File: src/rtl/jk_bank_sequencer_if.sv
// Command handshake and JK-bank bus shared by the sequencer and its driver.
// The master side issues commands and returns bank q; the slave side is the sequencer.
interface jk_bank_sequencer_if #(
    parameter int unsigned WIDTH = 8
);
    logic                 cmd_valid;
    logic                 cmd_ready;
    logic [2:0]           cmd_op;
    logic [WIDTH-1:0]     cmd_data;
    logic [3:0]           cmd_count;
    logic                 abort;
    logic [WIDTH-1:0]     q_in;
    logic [2*WIDTH-1:0]   jk_out;
    logic                 busy;
    logic                 done;
    logic                 wrap;

    modport master (
        output cmd_valid, cmd_op, cmd_data, cmd_count, abort, q_in,
        input  cmd_ready, jk_out, busy, done, wrap
    );

    modport slave (
        input  cmd_valid, cmd_op, cmd_data, cmd_count, abort, q_in,
        output cmd_ready, jk_out, busy, done, wrap
    );
endinterface

File: src/rtl/jk_bank_sequencer.sv
// Turns set/clear/toggle/load/count/shift commands into per-cell JK codes for an
// external bank of JK flip-flops, alternating DRIVE and SETTLE cycles per step.
module jk_bank_sequencer #(
    parameter int unsigned WIDTH = 8
) (
    input logic                 clk,
    input logic                 rst_n,
    jk_bank_sequencer_if.slave  bus
);

    typedef enum logic [1:0] {StIdle, StDrive, StSettle} state_e;

    localparam logic [2:0] OpNop    = 3'b000;
    localparam logic [2:0] OpClear  = 3'b001;
    localparam logic [2:0] OpSet    = 3'b010;
    localparam logic [2:0] OpToggle = 3'b011;
    localparam logic [2:0] OpLoad   = 3'b100;
    localparam logic [2:0] OpCntUp  = 3'b101;
    localparam logic [2:0] OpCntDn  = 3'b110;
    localparam logic [2:0] OpShl    = 3'b111;

    state_e               r_state, w_state_d;
    logic [2:0]           r_op, w_op_d;
    logic [WIDTH-1:0]     r_data, w_data_d;
    logic [3:0]           r_steps, w_steps_d;
    logic [2*WIDTH-1:0]   r_jk, w_jk_d;
    logic                 r_done, w_done_d;
    logic                 r_wrap, w_wrap_d;

    logic [2:0]           w_cur_op;
    logic [WIDTH-1:0]     w_cur_data;
    logic [2*WIDTH-1:0]   w_pat;
    logic                 w_wrap_hit;

    // Per-cell {J,K}; counters use the ripple-carry rule on the current q.
    function automatic logic [2*WIDTH-1:0] calc_pattern(input logic [2:0]       op,
                                                        input logic [WIDTH-1:0] data,
                                                        input logic [WIDTH-1:0] q);
        logic [2*WIDTH-1:0] pat;
        logic [WIDTH-1:0]   shifted;
        logic               all_ones;
        logic               all_zeros;
        pat       = '0;
        shifted   = {q[WIDTH-2:0], data[0]};
        all_ones  = 1'b1;
        all_zeros = 1'b1;
        for (int i = 0; i < int'(WIDTH); i++) begin
            case (op)
                OpClear:  pat[2*i +: 2] = 2'b01;
                OpSet:    pat[2*i +: 2] = 2'b10;
                OpToggle: pat[2*i +: 2] = data[i] ? 2'b11 : 2'b00;
                OpLoad:   pat[2*i +: 2] = data[i] ? 2'b10 : 2'b01;
                OpCntUp:  pat[2*i +: 2] = all_ones ? 2'b11 : 2'b00;
                OpCntDn:  pat[2*i +: 2] = all_zeros ? 2'b11 : 2'b00;
                OpShl:    pat[2*i +: 2] = shifted[i] ? 2'b10 : 2'b01;
                default:  pat[2*i +: 2] = 2'b00;
            endcase
            all_ones  = all_ones & q[i];
            all_zeros = all_zeros & ~q[i];
        end
        return pat;
    endfunction

    // In IDLE the pattern comes from the live command; later steps use the captured one.
    assign w_cur_op   = (r_state == StIdle) ? bus.cmd_op : r_op;
    assign w_cur_data = (r_state == StIdle) ? bus.cmd_data : r_data;
    assign w_pat      = calc_pattern(w_cur_op, w_cur_data, bus.q_in);
    assign w_wrap_hit = ((w_cur_op == OpCntUp) && (&bus.q_in)) ||
                        ((w_cur_op == OpCntDn) && !(|bus.q_in));

    always_comb begin
        w_state_d = r_state;
        w_op_d    = r_op;
        w_data_d  = r_data;
        w_steps_d = r_steps;
        w_jk_d    = '0;
        w_done_d  = 1'b0;
        w_wrap_d  = r_wrap;
        case (r_state)
            StIdle: begin
                if (bus.cmd_valid) begin
                    w_op_d    = bus.cmd_op;
                    w_data_d  = bus.cmd_data;
                    w_steps_d = (bus.cmd_op >= OpCntUp) ? bus.cmd_count : 4'd0;
                    if (bus.cmd_op == OpNop) begin
                        w_done_d = 1'b1;
                    end else begin
                        w_state_d = StDrive;
                        w_jk_d    = w_pat;
                        w_wrap_d  = w_wrap_hit;
                    end
                end
            end
            StDrive: begin
                w_state_d = bus.abort ? StIdle : StSettle;
            end
            StSettle: begin
                if (bus.abort) begin
                    w_state_d = StIdle;
                end else if (r_steps != 4'd0) begin
                    w_state_d = StDrive;
                    w_steps_d = r_steps - 4'd1;
                    w_jk_d    = w_pat;
                    if (w_wrap_hit) begin
                        w_wrap_d = 1'b1;
                    end
                end else begin
                    w_state_d = StIdle;
                    w_done_d  = 1'b1;
                end
            end
            default: begin
                w_state_d = StIdle;
            end
        endcase
    end

    always_ff @(posedge clk or negedge rst_n) begin
        if (!rst_n) begin
            r_state <= StIdle;
            r_op    <= OpNop;
            r_data  <= '0;
            r_steps <= 4'd0;
            r_jk    <= '0;
            r_done  <= 1'b0;
            r_wrap  <= 1'b0;
        end else begin
            r_state <= w_state_d;
            r_op    <= w_op_d;
            r_data  <= w_data_d;
            r_steps <= w_steps_d;
            r_jk    <= w_jk_d;
            r_done  <= w_done_d;
            r_wrap  <= w_wrap_d;
        end
    end

    assign bus.cmd_ready = (r_state == StIdle);
    assign bus.busy      = (r_state != StIdle);
    assign bus.jk_out    = r_jk;
    assign bus.done      = r_done;
    assign bus.wrap      = r_wrap;

endmodule

File: src/flat_wrapper.sv
// flat-port wrapper written by rule: the top's interface ports become plain ports
module jk_bank_sequencer_flat 
#(
    parameter int unsigned WIDTH = 8
)
  (clk, rst_n, bus_cmd_valid, bus_cmd_op, bus_cmd_data, bus_cmd_count, bus_abort, bus_q_in, bus_cmd_ready, bus_jk_out, bus_busy, bus_done, bus_wrap);
  jk_bank_sequencer_if #(.WIDTH(WIDTH)) bus_i ();
  input logic clk;
  input logic rst_n;
  input wire logic [$bits(bus_i.cmd_valid)-1:0] bus_cmd_valid;
  input wire logic [$bits(bus_i.cmd_op)-1:0] bus_cmd_op;
  input wire logic [$bits(bus_i.cmd_data)-1:0] bus_cmd_data;
  input wire logic [$bits(bus_i.cmd_count)-1:0] bus_cmd_count;
  input wire logic [$bits(bus_i.abort)-1:0] bus_abort;
  input wire logic [$bits(bus_i.q_in)-1:0] bus_q_in;
  output wire logic [$bits(bus_i.cmd_ready)-1:0] bus_cmd_ready;
  output wire logic [$bits(bus_i.jk_out)-1:0] bus_jk_out;
  output wire logic [$bits(bus_i.busy)-1:0] bus_busy;
  output wire logic [$bits(bus_i.done)-1:0] bus_done;
  output wire logic [$bits(bus_i.wrap)-1:0] bus_wrap;
  assign bus_i.cmd_valid = bus_cmd_valid;
  assign bus_i.cmd_op = bus_cmd_op;
  assign bus_i.cmd_data = bus_cmd_data;
  assign bus_i.cmd_count = bus_cmd_count;
  assign bus_i.abort = bus_abort;
  assign bus_i.q_in = bus_q_in;
  assign bus_cmd_ready = bus_i.cmd_ready;
  assign bus_jk_out = bus_i.jk_out;
  assign bus_busy = bus_i.busy;
  assign bus_done = bus_i.done;
  assign bus_wrap = bus_i.wrap;
  jk_bank_sequencer #(.WIDTH(WIDTH)) u_core (.clk(clk), .rst_n(rst_n), .bus(bus_i));
endmodule
File: config.mk
export PLATFORM = sky130hd
export DESIGN_NAME = jk_bank_sequencer_flat
export DESIGN_NICKNAME = d
export VERILOG_FILES = /design/src/rtl/jk_bank_sequencer_if.sv /design/src/rtl/jk_bank_sequencer.sv /design/src/flat_wrapper.sv
export SDC_FILE = /design/constraint.sdc
export NUM_CORES = 1
export LEC_CHECK = 0
export CAP_MARGIN = 20
export CORE_ASPECT_RATIO = 1.4
export CORE_MARGIN = 8
export CORE_UTILIZATION = 39
export CTS_CLUSTER_DIAMETER = 100
export DETAILED_ROUTE_END_ITERATION = 10
export HOLD_SLACK_MARGIN = 0.02
export PLACE_DENSITY_LB_ADDON = 0.15
export SYNTH_ARGS = -nofsm -noshare
export SYNTH_HDL_FRONTEND = slang
export SYNTH_SLANG_ARGS = --single-unit
File: constraint.sdc
create_clock -name clk -period 2.85 [get_ports clk]
set_clock_uncertainty 0.2 [all_clocks]
set_input_delay 0.57 -clock clk [delete_from_list [all_inputs] [get_ports clk]]
set_output_delay 0.57 -clock clk [all_outputs]
set_load 0.03 [all_outputs]
Word-level counts from Yosys, hierarchy flattened

Index checks and enable logic that the tools add are counted.

$add $sub $neg: 1
$lt $le $gt $ge: 1
Eq/ne operators: 14
Mux-type cells: 74
Bitwise operators: 19
Reductions and logical operators: 17

Operators with widths:

| operator                                       | number |
|---|---|
| one-hot mux 2 bit (7 select lines)             | 7 |
| two-way mux 2 bit                              | 41 |
| two-way mux 16 bit                             | 4 |
| one-hot mux 16 bit (2 select lines)            | 1 |
| two-way mux 4 bit                              | 4 |
| AND 1 bit                                      | 12 |
| == test 3 bit (second input constant)          | 4 |
| two-way mux 1 bit                              | 10 |
| one-hot mux 2 bit (5 select lines)             | 1 |
| two-way mux 8 bit                              | 1 |
| one-hot mux 4 bit (2 select lines)             | 1 |
| AND reduction 8 bit                            | 1 |
| OR reduction 8 bit                             | 1 |
| inverter 1 bit                                 | 7 |
| == test 3 x 2 -> 1 bit (second input constant) | 2 |
| != test 2 bit (second input constant)          | 3 |
| one-hot mux 2 bit (3 select lines)             | 1 |
| AND reduction 6 bit                            | 1 |
| != test 2 x 1 -> 1 bit (second input constant) | 2 |
| one-hot mux 1 bit (2 select lines)             | 2 |
| AND reduction 2 bit                            | 2 |
| AND reduction 4 bit                            | 1 |
| nonzero test 2 bit                             | 2 |
| nonzero test 4 bit                             | 1 |
| 12 further kinds                               | 14 |

Register bits after elaboration: 35
Bits of input ports: 27
Output and inout port bits: 20
Word-level logic and storage cells: 133

Longest topological paths before layout

Gate-level depths: netlist of the first run.

Word-level depth: 12
Gate-level depth with buffers: 8
Gate-level depth less buffers: 7

Worst setup path after synthesis of the first run

No wires, ideal clock.

Kind: input -> register
From: input bus_q_in[0]
To: register u_core.r_wrap (netlist: u_core.bus.wrap)
Arrival time: 1937 ps
Required time: 2584 ps
Slack: 646 ps
Stages on the path: 6
Path through: clkbuf_1 -> or3_1 -> or3_1 -> nor4_2 -> a22o_1 -> a22o_1

Cells in the longest elaborated chain, start to end: 7

RTL lines:

| element                            | line                     | source |
|---|---|---|
| start, declared                    | flat_wrapper.sv:15       | `input wire logic [$bits(bus_i.q_in)-1:0] bus_q_in;` |
| OR reduction 8 bit                 | jk_bank_sequencer.sv:69  | `((w_cur_op == OpCntDn) && !(\|bus.q_in));` |
| zero test 1 bit                    | jk_bank_sequencer.sv:69  |  |
| logical AND 1 bit                  | jk_bank_sequencer.sv:69  |  |
| logical OR 1 bit *                 | jk_bank_sequencer.sv:68  | `assign w_wrap_hit = ((w_cur_op == OpCntUp) && (&bus.q_in)) \|\|` |
| two-way mux 1 bit                  | jk_bank_sequencer.sv:85  | `if (bus.cmd_op == OpNop) begin` |
| two-way mux 1 bit                  | jk_bank_sequencer.sv:81  | `if (bus.cmd_valid) begin` |
| one-hot mux 1 bit (2 select lines) | jk_bank_sequencer.sv:79  | `case (r_state)` |
| end signal, assigned               | jk_bank_sequencer.sv:134 | `r_wrap <= w_wrap_d;` |
| end, declared                      | jk_bank_sequencer.sv:28  | `logic r_wrap, w_wrap_d;` |

Every way passes the cells marked *; elsewhere a longest branch is shown, timed or not. The select of a mux whose other input is x is not followed.
A chain may end at the register's enable or synchronous reset.

Worst setup path after layout of the first run

From: register u_core.r_state[1]
To: output bus_cmd_ready

Cells in the longest elaborated chain, start to end: 1

RTL lines:

| element                | line                     | source |
|---|---|---|
| start, declared        | jk_bank_sequencer.sv:22  | `state_e r_state, w_state_d;` |
| start signal, assigned | jk_bank_sequencer.sv:120 | `r_state <= StIdle;` |
| start signal, assigned | jk_bank_sequencer.sv:128 | `r_state <= w_state_d;` |
| zero test 2 bit        | jk_bank_sequencer.sv:138 | `assign bus.cmd_ready = (r_state == StIdle);` |
| end, declared          | flat_wrapper.sv:16       | `output wire logic [$bits(bus_i.cmd_ready)-1:0] bus_cmd_ready;` |

No other way between the ends.

==> out/metrics.cfg, run 1 <==
[clock_network]
clk_latency_ns=0.29
cts_resized=0
cts_setup_buffers=0
path_clk_slew_ns=0.07
cts_buffers=5
cts_tree=done
cts_buffer_depth=2
root_buffer=clkbuf_8
holdBufCountCts=0
cts.sinks=35
cts.htree.levels=2

[critical_path]
critPathLaunchType=register
worstPathRequired_ns=2.08
setup.worst_path.class=register to output port
critPathCaptureType=output port
cp_max_fo=12
rrSetupSlack_ns=0.59
arrival_ns=1.86
r2r_cells=6

[timing]
drv_slew=0
hold_viol_final=0
setup_viol=0
finalCriticalPeriod_ns=2.63
timing.slew.headroom_pct=60.8
fin_setup_tns_ns=0
fmax_mhz=381
rsz0062_at_grt=no
worstMarginPinSlew_ns=0.572
fin_crit_sh_pct=92.2

[die]
dieArea_mm2=0.00805
core_mm2=0.00520
io_pins=47
initial_core_util_pct=40.6
row_count=31
fp.dieW_um=78.1
chipHeight_um=103

[synthesis]
syn_avg_cell_area_um2=9.54
async_reset_ff_share_pct=100
ys.warnings.count=0
synthFlopType=dfrtp_1
syn_nets=249
synth-seq-area-share_pct=41.5
ys_ff_latch=35
synth_cell_type_count=45
synth_edf_count=0
syn_inst=221
syn-cell-area_mm2=0.00211

[grt]
grt-ovfl-total=0
grt_pass1_vias=1955
grt_pass1_wl_um=9560
antenna_found_initial=0
grt_max_degree=36
grt_usage_pct=15.0

[power]
p_per_area_mw_per_mm2=691
swShare_pct=38.7
leakagePower_nw=1.16
seqPwrFrac_pct=34.7
clock_power_share_pct=18.7
p_sw_uw=751
internal_power_mw=1.19
comb_power_share_pct=46.6
ir_worst_vdd_mv=0.364

[placed_design]
dpl.hpwl_um=4250
gp_congestion=0.891
numPortBuffers=46

[worst_hold_path]
min_path_cells=1
hold_class=register to register

[final_layout]
drive_above_1_share_pct=18.0
antenna_cells=0
syn_to_final_growth_pct=33.1
fillers=498
fin_util_pct=54.0
fin_nets=306

[drt]
drt_first_pass_iters=4
dr_total_vias=1920
first_iter_violations=122
vias_per_cell=5.58
antenna_left=0
wl_per_cell_um=17.0
drcViolationCount=0
drt_wl_total_um=5850

[run]
timing.max_cap.violations=0

[outcome]
status=finished clean

-- stage by stage --
| step | total power [mW] | hold slack [ns] | area (um2) | worst slack [ns] | cells |
|---|---|---|---|---|---|
| after floorplan | 1.26 | 0.0744 | 2110 | 0.646 | 221 |
| after global placement | 1.58 | 0.287 | 2720 | 0.139 | 337 |
| after detailed placement | 1.58 | 0.294 | 2720 | 0.0745 | 337 |
| after CTS | 1.96 | 0.310 | 2810 | 0.197 | 344 |
| after global routing | 2.06 | 0.319 | 2810 | 0.162 | 344 |
| final | 1.94 | 0.309 | 2810 | 0.222 | 344 |
-- layout by cell type, fill, tap and decap left out, types with 4 or more instances in the layout --
master | synthesis | final
a211oi_1 | 5 | 5
mux2i_1 | 10 | 10
nand2b_1 | 4 | 4
clkdlybuf4s50_1 | 0 | 46
clkbuf_8 | 0 | 6
buf_4 | 1 | 16
nor2b_1 | 6 | 6
o22ai_1 | 9 | 9
nor2_1 | 11 | 11
mux2_2 | 13 | 13
a31oi_1 | 4 | 4
dfrtp_1 | 35 | 35
a21oi_1 | 22 | 22
nor3_1 | 11 | 11
inv_1 | 10 | 10
o21ai_0 | 22 | 22
nand2_1 | 6 | 6
-- cell families (layout without fill, tap and decap cells) --
logic type | count (synthesis) | in the layout | share of synthesized area [%]
buf+inv | 24 | 81 | 5.46
simple gates | 59 | 59 | 16.5
fa+ha+maj | 1 | 1 | 0.593
mux | 25 | 25 | 13.1
compound gates | 77 | 77 | 22.8
flops | 35 | 35 | 41.5
-- worst max-delay path, stage by stage (launching register included) --
cell	delay [ns]
dfrtp_1	0.38
or2_4	0.33
inv_2	0.16
clkdlybuf4s50_1	0.70
-- power groups by stage --
stage | clock [mW] | sequential, mW | combinational [mW]
finish | 0.362 | 0.672 | 0.904
global placement | 0 | 0.679 | 0.902
detailed placement | 0 | 0.681 | 0.901
floorplan | 0 | 0.760 | 0.496
global route | 0.394 | 0.684 | 0.985
CTS | 0.377 | 0.672 | 0.906
-- sequential cells by signal, summed over array words and instances (netlist names) --
register,flops
u_core.r_data,8
u_core.r_steps,4
u_core.bus.wrap,1
u_core.r_op,3
u_core.r_state,2
u_core.bus.done,1
u_core.bus.jk_out,16
-- path summary, 6_finish.rpt --
path                                    from               endpoint
setup / recovery           u_core.r_state[1]          bus_cmd_ready
hold / removal              u_core.r_data[1]       u_core.r_data[1]
setup reg to reg           u_core.r_state[1]  u_core.bus.jk_out[10]
hold reg to reg             u_core.r_data[1]       u_core.r_data[1]
max in group asynchronous              rst_n        u_core.bus.done
min in group asynchronous              rst_n       u_core.r_data[0]
-- per-layer routing --
metal / global-route usage (%) / vias up / part of all wire (%)
met5: 0 / - / 0
met4: 6.44 / 0 / 2.1
met3: 3.93 / 8 / 4.8
met2: 26.0 / 54 / 50
met1: 16.9 / 919 / 43
li1: - / 939 / -
-- layout make-up --
class	count	area, um2	share of cell area, %
Sequential cell	35	876	31.2
Clock inverter	1	5.00	0.178
Multi-Input combinational cell	162	1120	39.8
Clock buffer	6	82.6	2.94
Timing Repair Buffer	63	601	21.4
Inverter	11	41.3	1.47
Tap cell	66	82.6	2.94
-- cells in the mapped netlist, types with 3 or more instances --
| master | count | area share, % |
|---|---|---|
| o22ai_1 | 9 | 2.7 |
| nor4_1 | 3 | 0.89 |
| mux2i_1 | 10 | 4.7 |
| buf_2 | 4 | 0.95 |
| nor4b_1 | 3 | 1.2 |
| a211oi_1 | 5 | 1.8 |
| nor3_1 | 11 | 2.6 |
| o21ai_0 | 22 | 5.2 |
| dfrtp_1 | 35 | 42 |
| a31oi_1 | 4 | 1.2 |
| nand2b_1 | 4 | 1.2 |
| nor2_1 | 11 | 2.0 |
| a21oi_1 | 22 | 5.2 |
| nand3_1 | 3 | 0.71 |
| mux2_2 | 13 | 6.9 |
| inv_1 | 10 | 1.8 |
| nand2_1 | 6 | 1.1 |
| nor2b_1 | 6 | 1.8 |
| clkbuf_1 | 5 | 0.89 |
(Power assumes the default switching activity.)
==> inputs of run 2 (changes only) <==
--- a/config.mk
+++ b/config.mk
@@ -12,7 +12,8 @@
 export CTS_CLUSTER_DIAMETER = 100
 export DETAILED_ROUTE_END_ITERATION = 10
 export HOLD_SLACK_MARGIN = 0.02
-export PLACE_DENSITY_LB_ADDON = 0.15
+export PLACE_DENSITY = 0.67
+export SETUP_SLACK_MARGIN = 0.1
 export SYNTH_ARGS = -nofsm -noshare
 export SYNTH_HDL_FRONTEND = slang
 export SYNTH_SLANG_ARGS = --single-unit
==> run 2 against run 1 <==
Critical path depth down 1. Die area unchanged. Sequential power up 1%. Via count down 0.63%. Global-route usage up 0.48 points. Highest routed layer unchanged.
==> out/metrics.cfg, run 2 (synthesis gave the netlist of run 1 again) <==
[outcome]
status=finished clean

[drt]
drcViolationCount=0
antenna_left=0
wl_per_cell_um=17.3
vias_per_cell=5.61
dr_total_vias=1908
first_iter_violations=88
drt_first_pass_iters=4
drt_wl_total_um=5880

[power]
p_sw_uw=750
swShare_pct=38.3
p_per_area_mw_per_mm2=704
comb_power_share_pct=45.3
internal_power_mw=1.21
leakagePower_nw=1.14
seqPwrFrac_pct=34.8
clock_power_share_pct=19.9
ir_worst_vdd_mv=0.283

[critical_path]
critPathCaptureType=output port
worst-path-buf-inv=1
arrival_ns=1.79
worstPathRequired_ns=2.08
setup.worst_path.class=register to output port
path_depth=2
r2r_cells=7
cp_slowest_stage_delay_ns=0.71
worst_path_max_delay_cell=clkdlybuf4s50_1
cp_cell_sequence=or2_4 > clkdlybuf4s50_1
cp_max_fo=11
critPathLaunchType=register
critPathTopFamily=buffers and inverters

[timing]
fin_crit_sh_pct=89.9
drv_slew=0
worstMarginPinSlew_ns=0.586
rsz0062_at_grt=no
hold_viol_final=0
setup_viol=0
fmax_mhz=390
timing.slew.headroom_pct=59.8
finalCriticalPeriod_ns=2.56
fin_setup_tns_ns=0

[final_layout]
syn_to_final_growth_pct=31.8
seq_area_um2=876
fillers=496
final_cell_mix=clkdlybuf4s50_1 (45), dfrtp_1 (35), o21ai_0 (22), a21oi_1 (22), mux2_2 (13)
antenna_cells=0
drive_above_1_share_pct=16.4
final_area_mm2=0.00278
final_common_cell=clkdlybuf4s50_1
multi_input_area_mm2=0.00112
largest_register_ffs=16
fin_nets=301

[die]
fp.dieW_um=78.1
core_mm2=0.00520
initial_core_util_pct=40.6
dieArea_mm2=0.00805
chipHeight_um=103
io_pins=47
row_count=31

[run]
timing.max_cap.violations=0

[grt]
grt_max_degree=36
grt_pass1_wl_um=9710
grt_pass1_vias=1984
met3_usage_pct=4.28
grt_usage_pct=15.4
grt-ovfl-total=0
antenna_found_initial=0
grtUsageMet2_pct=26.8
busiest_layer=met2
gr-usage-met1_pct=16.7

[placed_design]
placed_area_mm2=0.00268
numPortBuffers=46
gp_congestion=0.904
dpl.hpwl_um=4390

[clock_network]
path_clk_slew_ns=0.07
cts_tree=done
cts.htree.levels=2
clk_latency_ns=0.29
cts_buffers=5
cts_buffer_depth=2
root_buffer=clkbuf_8
cts_setup_buffers=0
cts.sinks=35

[worst_hold_path]
hold_class=register to register
min_path_cells=1

run 2: changes by cell type in the layout (fill, tap and decap cells not counted), sizes merged:
| cell | delta |
|---|---|
| buf | -5 |
| clkbuf | +2 |
| clkdlybuf4s50 | -1 |
| clkinv | -1 |
| dlygate4sd2 | +1 |
run 2: what timing repair did:
item                                    CTS  global route
endpoints found under the setup margin    1             0
hold buffers                              0             0
gates resized for setup                   1             0
endpoints found under the hold margin     0             0
run 2: routing by layer:
metal	part of all wire (%)	up-vias
met4	3.1	0
met2	51	63
met3	5.3	13
met5	0	-
li1	-	931
met1	40	901
run 2: final cells by class:
type / count / area share, %
flip-flops and latches: 35 / 31.5
multi-input cells: 162 / 40.2
inverters: 11 / 1.49
repair buffers: 58 / 20.2
well taps: 66 / 2.97
clock buffers: 8 / 3.60
run 2: final timing paths:
kind | startpoint | end | slack (ns)
max in group asynchronous | rst_n | u_core.bus.jk_out[0] | 1.64
min in group asynchronous | rst_n | u_core.bus.done | 0.49
min | u_core.r_data[1] | u_core.r_data[1] | 0.31
min reg2reg | u_core.r_data[1] | u_core.r_data[1] | 0.31
max | u_core.r_state[1] | bus_busy | 0.29
max reg2reg | u_core.r_state[1] | u_core.bus.wrap | 0.49
run 2: per-stage QoR:
stage | hold slack (ns) | std cells | setup WS [ns] | power, mW | util [%]
floorplan | 0.0744 | 221 | 0.646 | 1.26 | -
global placement | 0.287 | 332 | 0.123 | 1.56 | 51.6
detailed placement | 0.298 | 332 | 0.105 | 1.58 | 51.6
CTS | 0.313 | 340 | 0.265 | 1.98 | 53.5
global route | 0.330 | 340 | 0.208 | 2.09 | 53.5
finish | 0.308 | 340 | 0.287 | 1.96 | 53.5
run 2: power groups by stage:
stage | Combinational, mW | Sequential [mW] | Clock, mW
6_report | 0.887 | 0.681 | 0.390
5_1_grt | 0.962 | 0.696 | 0.430
4_1_cts | 0.892 | 0.681 | 0.406
3_5_place_dp | 0.891 | 0.689 | 0
3_3_place_gp | 0.879 | 0.685 | 0
2_1_floorplan | 0.496 | 0.760 | 0
